`config.mk`:
```
export PLATFORM = sky130hd
export DESIGN_NAME = dmem_arbiter
export DESIGN_NICKNAME = d
export VERILOG_FILES = /design/src/rtl/dmem_arbiter.sv
export SDC_FILE = /design/constraint.sdc
export NUM_CORES = 1
export LEC_CHECK = 0
export BUFFER_PORTS_ARGS = -buffer_cell sky130_fd_sc_hd__buf_2
export CORE_MARGIN = 2
export CORE_UTILIZATION = 25
export DETAILED_ROUTE_END_ITERATION = 10
export GPL_ROUTABILITY_DRIVEN = 0
export GPL_TIMING_DRIVEN = 1
export PLACE_DENSITY_LB_ADDON = 0.15
export SYNTH_ARGS = -nofsm -noshare
export SYNTH_HDL_FRONTEND = slang
export SYNTH_SLANG_ARGS = --single-unit
```
`constraint.sdc`:
```
create_clock -name clk -period 6.1 [get_ports clk]
set_input_delay 1.22 -clock clk [delete_from_list [all_inputs] [get_ports clk]]
set_output_delay 1.22 -clock clk [all_outputs]
set_load 0.01 [all_outputs]
```
`src/rtl/dmem_arbiter.sv`:
```
// Round-robin arbiter sharing one data-memory port between the CPU (port 0) and a DMA/debug loader (port 1).
// Accesses that are misaligned, out of range or carry a bad funct3 never reach memory; they get an error response instead.
module dmem_arbiter #(
    parameter int MEM_BYTES   = 4096,
    parameter bit CHECK_ALIGN = 1'b1
) (
    input  logic        clk,
    input  logic        rst_n,
    input  logic [1:0]  req_valid_i,
    output logic [1:0]  req_ready_o,
    input  logic [1:0]  req_write_i,
    input  logic [2:0]  req_funct3_0_i,
    input  logic [2:0]  req_funct3_1_i,
    input  logic [31:0] req_addr_0_i,
    input  logic [31:0] req_addr_1_i,
    input  logic [31:0] req_wdata_0_i,
    input  logic [31:0] req_wdata_1_i,
    output logic [1:0]  rsp_valid_o,
    output logic        rsp_err_o,
    output logic [31:0] rsp_rdata_o,
    output logic        mem_read_o,
    output logic        mem_write_o,
    output logic [2:0]  mem_funct3_o,
    output logic [31:0] mem_addr_o,
    output logic [31:0] mem_wdata_o,
    input  logic [31:0] mem_rdata_i
);

    localparam logic [1:0]  ST_IDLE   = 2'd0;
    localparam logic [1:0]  ST_ACCESS = 2'd1;
    localparam logic [1:0]  ST_RESP   = 2'd2;
    localparam logic [31:0] MEM_LIMIT = 32'(MEM_BYTES);

    // Size comes from funct3[1:0]; alignment is only meaningful for the legal encodings.
    function automatic logic access_illegal(input logic wr, input logic [2:0] f3, input logic [31:0] addr);
        logic bad_f3;
        logic bad_align;
        if (wr) begin
            bad_f3 = !(f3 inside {3'b000, 3'b001, 3'b010});
        end else begin
            bad_f3 = !(f3 inside {3'b000, 3'b001, 3'b010, 3'b100, 3'b101});
        end
        case (f3[1:0])
            2'b01:   bad_align = addr[0];
            2'b10:   bad_align = |addr[1:0];
            default: bad_align = 1'b0;
        endcase
        return bad_f3 | (addr >= MEM_LIMIT) | (CHECK_ALIGN & bad_align);
    endfunction

    logic [1:0]  state_q;
    logic        last_q;
    logic        port_q;
    logic        write_q;
    logic [2:0]  funct3_q;
    logic [31:0] addr_q;
    logic [31:0] wdata_q;
    logic        rsp_err_q;
    logic [31:0] rsp_rdata_q;

    logic        gnt_port_s;
    logic        accept_s;
    logic        sel_write_s;
    logic [2:0]  sel_funct3_s;
    logic [31:0] sel_addr_s;
    logic [31:0] sel_wdata_s;

    // Grant selection: a lone requester wins, a conflict goes to the port not served last.
    always_comb begin
        gnt_port_s  = 1'b0;
        req_ready_o = 2'b00;
        if (state_q == ST_IDLE) begin
            case (req_valid_i)
                2'b01:   gnt_port_s = 1'b0;
                2'b10:   gnt_port_s = 1'b1;
                2'b11:   gnt_port_s = ~last_q;
                default: gnt_port_s = 1'b0;
            endcase
            if (|req_valid_i) begin
                req_ready_o = gnt_port_s ? 2'b10 : 2'b01;
            end else begin
                req_ready_o = 2'b00;
            end
        end else begin
            req_ready_o = 2'b00;
        end
    end

    assign accept_s     = (state_q == ST_IDLE) && (|req_valid_i);
    assign sel_write_s  = gnt_port_s ? req_write_i[1] : req_write_i[0];
    assign sel_funct3_s = gnt_port_s ? req_funct3_1_i : req_funct3_0_i;
    assign sel_addr_s   = gnt_port_s ? req_addr_1_i   : req_addr_0_i;
    assign sel_wdata_s  = gnt_port_s ? req_wdata_1_i  : req_wdata_0_i;

    // Transaction FSM and response registers; rejected requests skip ACCESS entirely.
    always_ff @(posedge clk or negedge rst_n) begin
        if (!rst_n) begin
            state_q     <= ST_IDLE;
            last_q      <= 1'b1;
            port_q      <= 1'b0;
            write_q     <= 1'b0;
            funct3_q    <= 3'b000;
            addr_q      <= 32'h0000_0000;
            wdata_q     <= 32'h0000_0000;
            rsp_err_q   <= 1'b0;
            rsp_rdata_q <= 32'h0000_0000;
        end else begin
            case (state_q)
                ST_IDLE: begin
                    if (accept_s) begin
                        port_q   <= gnt_port_s;
                        last_q   <= gnt_port_s;
                        write_q  <= sel_write_s;
                        funct3_q <= sel_funct3_s;
                        addr_q   <= sel_addr_s;
                        wdata_q  <= sel_wdata_s;
                        if (access_illegal(sel_write_s, sel_funct3_s, sel_addr_s)) begin
                            rsp_err_q   <= 1'b1;
                            rsp_rdata_q <= 32'h0000_0000;
                            state_q     <= ST_RESP;
                        end else begin
                            state_q <= ST_ACCESS;
                        end
                    end
                end
                ST_ACCESS: begin
                    rsp_err_q   <= 1'b0;
                    rsp_rdata_q <= write_q ? 32'h0000_0000 : mem_rdata_i;
                    state_q     <= ST_RESP;
                end
                ST_RESP: begin
                    state_q <= ST_IDLE;
                end
                default: begin
                    state_q <= ST_IDLE;
                end
            endcase
        end
    end

    // Memory strobes decode straight from state so an async reset drops them at once.
    assign mem_read_o   = (state_q == ST_ACCESS) & ~write_q;
    assign mem_write_o  = (state_q == ST_ACCESS) &  write_q;
    assign mem_funct3_o = (state_q == ST_ACCESS) ? funct3_q : 3'b000;
    assign mem_addr_o   = (state_q == ST_ACCESS) ? addr_q   : 32'h0000_0000;
    assign mem_wdata_o  = (state_q == ST_ACCESS) ? wdata_q  : 32'h0000_0000;

    assign rsp_valid_o  = (state_q == ST_RESP) ? (port_q ? 2'b10 : 2'b01) : 2'b00;
    assign rsp_err_o    = rsp_err_q;
    assign rsp_rdata_o  = rsp_rdata_q;

endmodule

```
==> run_results.csv, run 1 <==
group,metric,value,unit
outcome,outcome,"complete, no violations",
worst_setup_path,cp_num_buf_inv,3,
logic_synthesis,async_flop_share,100,%
worst_setup_path,cp_max_fo,37,
timing,finalHoldViolations,0,
timing,report.final.slew_viol_count,0,
worst_setup_path,worstPathRequired,6340,ps
min_path,hold_class,"flip-flop to flip-flop",
worst_setup_path,cp.arrival,4480,ps
logic_synthesis,syn_nets,753,
clock_tree,clk_latency,350,ps
clock_tree,cts_resized,0,
timing,max_freq,235,MHz
timing,tightest_slew,850,ps
logic_synthesis,syn-mean-instance-area,9.76,µm²
logic_synthesis,yosysSeqAreaShare,46.6,%
route,via_per_inst,4.69,
logic_synthesis,yosys_warnings,0,
clock_tree,clockBufferDepth,2,
clock_tree,cts_hold_buf,0,
clock_tree,numCtsBuffers,9,
final_layout,fin_cells,1110,
timing,fin_crit,4250,ps
final_layout,syn_to_final_growth,34.3,%
route,vias,5202,
clock_tree,cts_tree,"yes",
final_layout,final_cell_mix,"276 x buf_2, 104 x dfrtp_1, 74 x nand2_1",
power,p_per_area,232,nW/µm²
worst_setup_path,start_kind,"primary input",
placement,io_buffers,277,
die,num_rows,54,
die,io_pins,278,
logic_synthesis,synthCells,578,
power,p_sw,0.517,mW
grt,grt.overflow.total,0,
timing,clock-skew-final,4.73,ps
power,p_sw_share,29.4,%
clock_tree,cts-root-buf,"clkbuf_16",
final_layout,n_fill_cell,2322,
logic_synthesis,netlist_area,5640,µm²
power,p_clk_share,33.9,%
die,core_area,22000,µm²
grt,first_global_vias,5056,
route,wl,18.9,mm
final_layout,postLayoutCoreUtil,34.5,%
clock_tree,cts.sinks,105,
grt,grt_max_degree,97,
die,die_h,154,µm
timing,slew_headroom,43.3,%
worst_setup_path,slowest_stage,"nor4_4",
die,initial_utilization,25.7,%
grt,grt_usage,15.8,%
placement,dp.cells,1093,
logic_synthesis,synth_edf_count,0,
route,drc_errors,0,
logic_synthesis,synth_top_flop_cell,"dfrtp_1",
worst_setup_path,crit_type,"primary input to flip-flop",
grt,antenna_found_initial,5,
grt,grt_pass1_wl,29.6,mm
final_layout,multi_input_area,2820,µm²
route,antenna_left,0,
timing,setup_tns,0,ps
power,power_frac_seq,47.7,%
worst_setup_path,worstPathCellList,"buf_2, a21boi_2, nand2_4, mux2i_1, inv_1, ha_1, and4_1, nor4_4, buf_4, nor2_1, o311a_1",
logic_synthesis,ys_ff_latch,105,
route,first_pass_iters,4,
clock_tree,htreeDepth,3,
power,ir_worst_vdd,0.000162,V
clock_tree,path_clk_slew,70,ps
die,die_x,154,µm
worst_setup_path,cpLargestDelayFamily,"simple AND/OR/NAND/NOR gates",
timing,finalSetupViolCount,0,
route,wl_per_cell,17.0,µm
final_layout,regArea,2630,µm²
final_layout,drive_above_1_share,38.2,%
power,p_total,1.76,mW
clock_tree,post_cts_buffers,0,
job,cap_violations,0,
die,die-area,23800,µm²
timing,layout_worst_path_cycle_share,69.7,%
route,drt_iter0_markers,318,
final_layout,final_nets,999,
worst_setup_path,end_kind,"flip-flop",
placement,place_hpwl,13.6,mm
power,leakagePower,3.98,nW
power,combinationalPowerShare,18.4,%
worst_setup_path,slowest_delay,530,ps
timing,rsz0062_at_grt,"false",
final_layout,final_common_cell,"buf_2",
logic_synthesis,ys_types,38,
power,power.internal,1.24,mW
[registers in the layout (all words and copies together), names as in the netlist]
register,cells
addr_q,32
funct3_q,3
last_q,1
port_q,1
rsp_err_o,1
rsp_rdata_o,32
state_q,2
wdata_q,32
write_q,1
[cells by family (layout without fill, tap and decap cells)]
logic type | after synthesis | in the layout | share of synthesized area [%]
AOI/OAI and AO/OA | 174 | 174 | 20.8
and+or+nand+nor | 173 | 173 | 16.0
DFF | 105 | 105 | 46.6
muxes | 67 | 67 | 11.9
buffers and inverters | 56 | 307 | 4.01
adders and majority gates | 3 | 3 | 0.665
other | 0 | 1 | 0
[final cells by class]
class | instances | share of cell area (%)
clock buffers | 10 | 3.02
flip-flops and latches | 105 | 34.7
clock inverters | 6 | 0.859
inverters | 4 | 0.198
diodes | 1 | 0.0330
multi-input cells | 417 | 37.2
repair buffers | 287 | 19.3
well taps | 280 | 4.62
[worst reg2reg max path, stage by stage, from the launching register on]
cell	delay, ps
dfrtp_1	490
nor2_1	430
nand2_4	440
mux2i_1	440
inv_1	80
ha_1	250
and4_1	190
nor4_4	530
buf_4	390
nor2_1	140
o311a_1	300
[cell usage after synthesis (2+ instances only)]
master     count  area, µm²
and2_1        68        425
mux2i_1       67        671
buf_1          4       15.0
nand2b_1       2       12.5
nand3_1        2       10.0
a2111oi_4      2       55.1
or4_1          2       15.0
inv_1          3       11.3
o21ai_0       70        350
o21ai_1       30        150
nand2_1       74        278
nand4_1        2       12.5
buf_2         13       65.1
clkbuf_1      35        131
o211ai_1      32        240
nor4_1         8       50.1
a32oi_1       32        280
ha_1           3       37.5
dfrtp_1      104       2600
nor2_1         7       26.3
[path summary, 6_finish.rpt]
check | start | end | slack [ps] | cells past startpoint
max | req_valid_i[0] | rsp_err_o | 1850 | 11
min | wdata_q[2] | wdata_q[2] | 470 | 2
max reg2reg | state_q[1] | rsp_err_o | 2290 | 10
min reg2reg | wdata_q[2] | wdata_q[2] | 470 | 2
max in group asynchronous | rst_n | funct3_q[0] | 3960 | 2
min in group asynchronous | rst_n | wdata_q[13] | 890 | 1
[through the flow]
stage / hold slack (ps) / instance area (µm²) / setup slack [ps]
CTS: 477 / 7570 / 1790
global placement: 454 / 7280 / 1370
detailed placement: 461 / 7280 / 1400
global route: 494 / 7570 / 1590
finish: 470 / 7580 / 1850
floorplan: 442 / 5640 / 2560
[power groups by stage]
| stage | Clock, mW | Combinational (mW) | Sequential (mW) |
|---|---|---|---|
| global route | 0.650 | 0.371 | 0.852 |
| global placement | 0 | 0.331 | 0.850 |
| finish | 0.596 | 0.324 | 0.839 |
| detailed placement | 0 | 0.333 | 0.852 |
| CTS | 0.623 | 0.333 | 0.840 |
| floorplan | 0 | 0.198 | 0.837 |
[metal layers]
| metal | wire, µm | track usage, % |
|---|---|---|
| met4 | 257 | 4.49 |
| met5 | 55 | 0 |
| met3 | 1600 | 4.57 |
| met1 | 8460 | 21.1 |
| met2 | 8510 | 25.0 |
Power figures use the tool's default switching activity.
==> inputs of run 2 (changes only) <==
==> constraint.sdc (replaced) <==
create_clock -name clk -period 3.7 [get_ports clk]
set_input_delay 0.74 -clock clk [delete_from_list [all_inputs] [get_ports clk]]
set_output_delay 0.74 -clock clk [all_outputs]
set_load 0.01 [all_outputs]
==> run 2 against run 1 <==
Compared with the run above: wire length down 0.58%; clock skew up 1.8 ps; cell count about the same; largest cell class unchanged; highest routed layer unchanged.
==> run_results.csv, run 2 (synthesis results as in run 1) <==
group,metric,value,unit
die,die_x,154,µm
outcome,outcome,"complete, no violations",
clock_tree,cts.sinks,105,
worst_setup_path,cp_max_fo,32,
die,die-area,23800,µm²
worst_setup_path,worstPathRequired,3970,ps
die,core_area,22000,µm²
route,drt_iter0_markers,211,
die,num_rows,54,
timing,hold_ws,424,ps
timing,layout_setup_ws,727,ps
route,wl,18.8,mm
final_layout,postLayoutCoreUtil,34.6,%
timing,report.final.slew_viol_count,0,
grt,antenna_found_initial,4,
worst_setup_path,r2r-start,"state_q[1]",
clock_tree,htreeDepth,3,
die,io_pins,278,
worst_setup_path,cpLargestDelayFamily,"compound AO/OA/AOI/OAI gates",
grt,busiest_layer,"met2",
placement,place_hpwl,13.4,mm
grt,grt_usage,16.0,%
placement,placed_area,7310,µm²
worst_setup_path,cp_num_buf_inv,3,
timing,finalSetupViolCount,0,
grt,gr-usage-met1,20.4,%
route,wl_per_cell,16.9,µm
timing,finalHoldViolations,0,
worst_setup_path,end_kind,"flip-flop",
die,initial_utilization,25.7,%
final_layout,drive_above_1_share,38.4,%
clock_tree,cts-root-buf,"clkbuf_16",
placement,io_buffers,277,
final_layout,final_common_cell,"buf_2",
route,vias,5253,
grt,first_global_vias,5291,
clock_tree,numCtsBuffers,9,
grt,grt_max_degree,140,
timing,fin_crit,2970,ps
final_layout,regArea,2630,µm²
power,p_total,2.88,mW
timing,max_freq,336,MHz
route,first_pass_iters,5,
placement,dp.cells,1094,
timing,clock-skew-final,6.51,ps
worst_setup_path,slowest_delay,410,ps
power,ir_worst_vdd,0.000249,V
clock_tree,clockBufferDepth,2,
route,antenna_left,0,
final_layout,multi_input_area,2820,µm²
final_layout,n_fill_cell,2324,
grt,grt_pass1_wl,30.1,mm
clock_tree,cts_hold_buf,0,
final_layout,postLayoutCellArea,7600,µm²
worst_setup_path,r2r_setup_slack,750,ps
clock_tree,clk_latency,350,ps
timing,slew_headroom,52.1,%
clock_tree,path_clk_slew,80,ps
worst_setup_path,crit_type,"primary input to flip-flop",
worst_setup_path,start_kind,"primary input",
die,die_h,154,µm
worst_setup_path,r2r_end,"rsp_rdata_o[1]",
final_layout,fin_cells,1111,
timing,layout_worst_path_cycle_share,80.3,%
worst_setup_path,slowest_stage,"a21boi_2",
grt,grt.overflow.total,0,
power,p_per_area,379,nW/µm²
final_layout,final_cell_mix,"276 x buf_2, 104 x dfrtp_1, 74 x nand2_1",
grt,met3_usage,5.72,%
min_path,hold_class,"primary input to asynchronous set/reset pin",
worst_setup_path,cp.arrival,3240,ps
timing,rsz0062_at_grt,"false",
route,via_per_inst,4.73,
timing,tightest_slew,719,ps
worst_setup_path,worstPathCellList,"buf_2, a21boi_2, nand2_4, mux2i_1, inv_1, ha_1, and4_1, nor4_4, buf_4, o211ai_1, o21ai_0",
worst_setup_path,r2r.worst_path.cells,10,
grt,grt_use_met2,25.9,%
clock_tree,cts_tree,"yes",
job,cap_violations,0,
final_layout,syn_to_final_growth,34.7,%
power,leakagePower,3.99,nW
clock_tree,post_cts_buffers,0,
route,drc_errors,0,
timing,setup_tns,0,ps
placement,pre_cts_slack,366,ps
clock_tree,cts_resized,0,
final_layout,final_nets,1000,
==> run 2: changes by cell type in the layout (fill, tap and decap cells not counted), sizes merged <==
| cell | previous run | this run |
|---|---|---|
| buf | 287 | 288 |
| bufinv | 1 | 0 |
| inv | 6 | 7 |
==> run 2: where the power goes <==
group	switching, mW	total [mW]	internal [mW]	leakage, nW
registers	0.0772	1.38	1.31	1.33
clock network	0.472	0.958	0.486	0.141
logic	0.322	0.541	0.219	2.51
total	0.871	2.88	2.01	3.99
==> run 2: layout make-up <==
type	count	share of cell area, %
antenna	1	0.0329
clock buffer	10	3.14
clock inverter	6	0.658
inverter	4	0.197
sequential	105	34.6
tap	280	4.61
timing repair buffer	288	19.7
multi-input combinational	417	37.1
==> run 2: per-layer routing <==
metal	part of all wire [%]	vias up
met3	8.7	20
met2	46	219
met4	1.2	6
met5	0.21	-
met1	44	2419
li1	-	2589
==> run 2: how the worst max path moves through the flow <==
stage | from | to | slack (ps) | cells past startpoint
global placement | req_valid_i[0] | rsp_rdata_o[1] | 480 | 11
finish | req_valid_i[0] | rsp_rdata_o[1] | 730 | 11
floorplan | req_valid_i[1] | rsp_rdata_o[2] | 660 | 11
CTS | state_q[1] | rsp_rdata_o[1] | 750 | 10
detailed placement | req_valid_i[0] | rsp_rdata_o[1] | 370 | 11
global route | state_q[1] | rsp_rdata_o[14] | 490 | 10
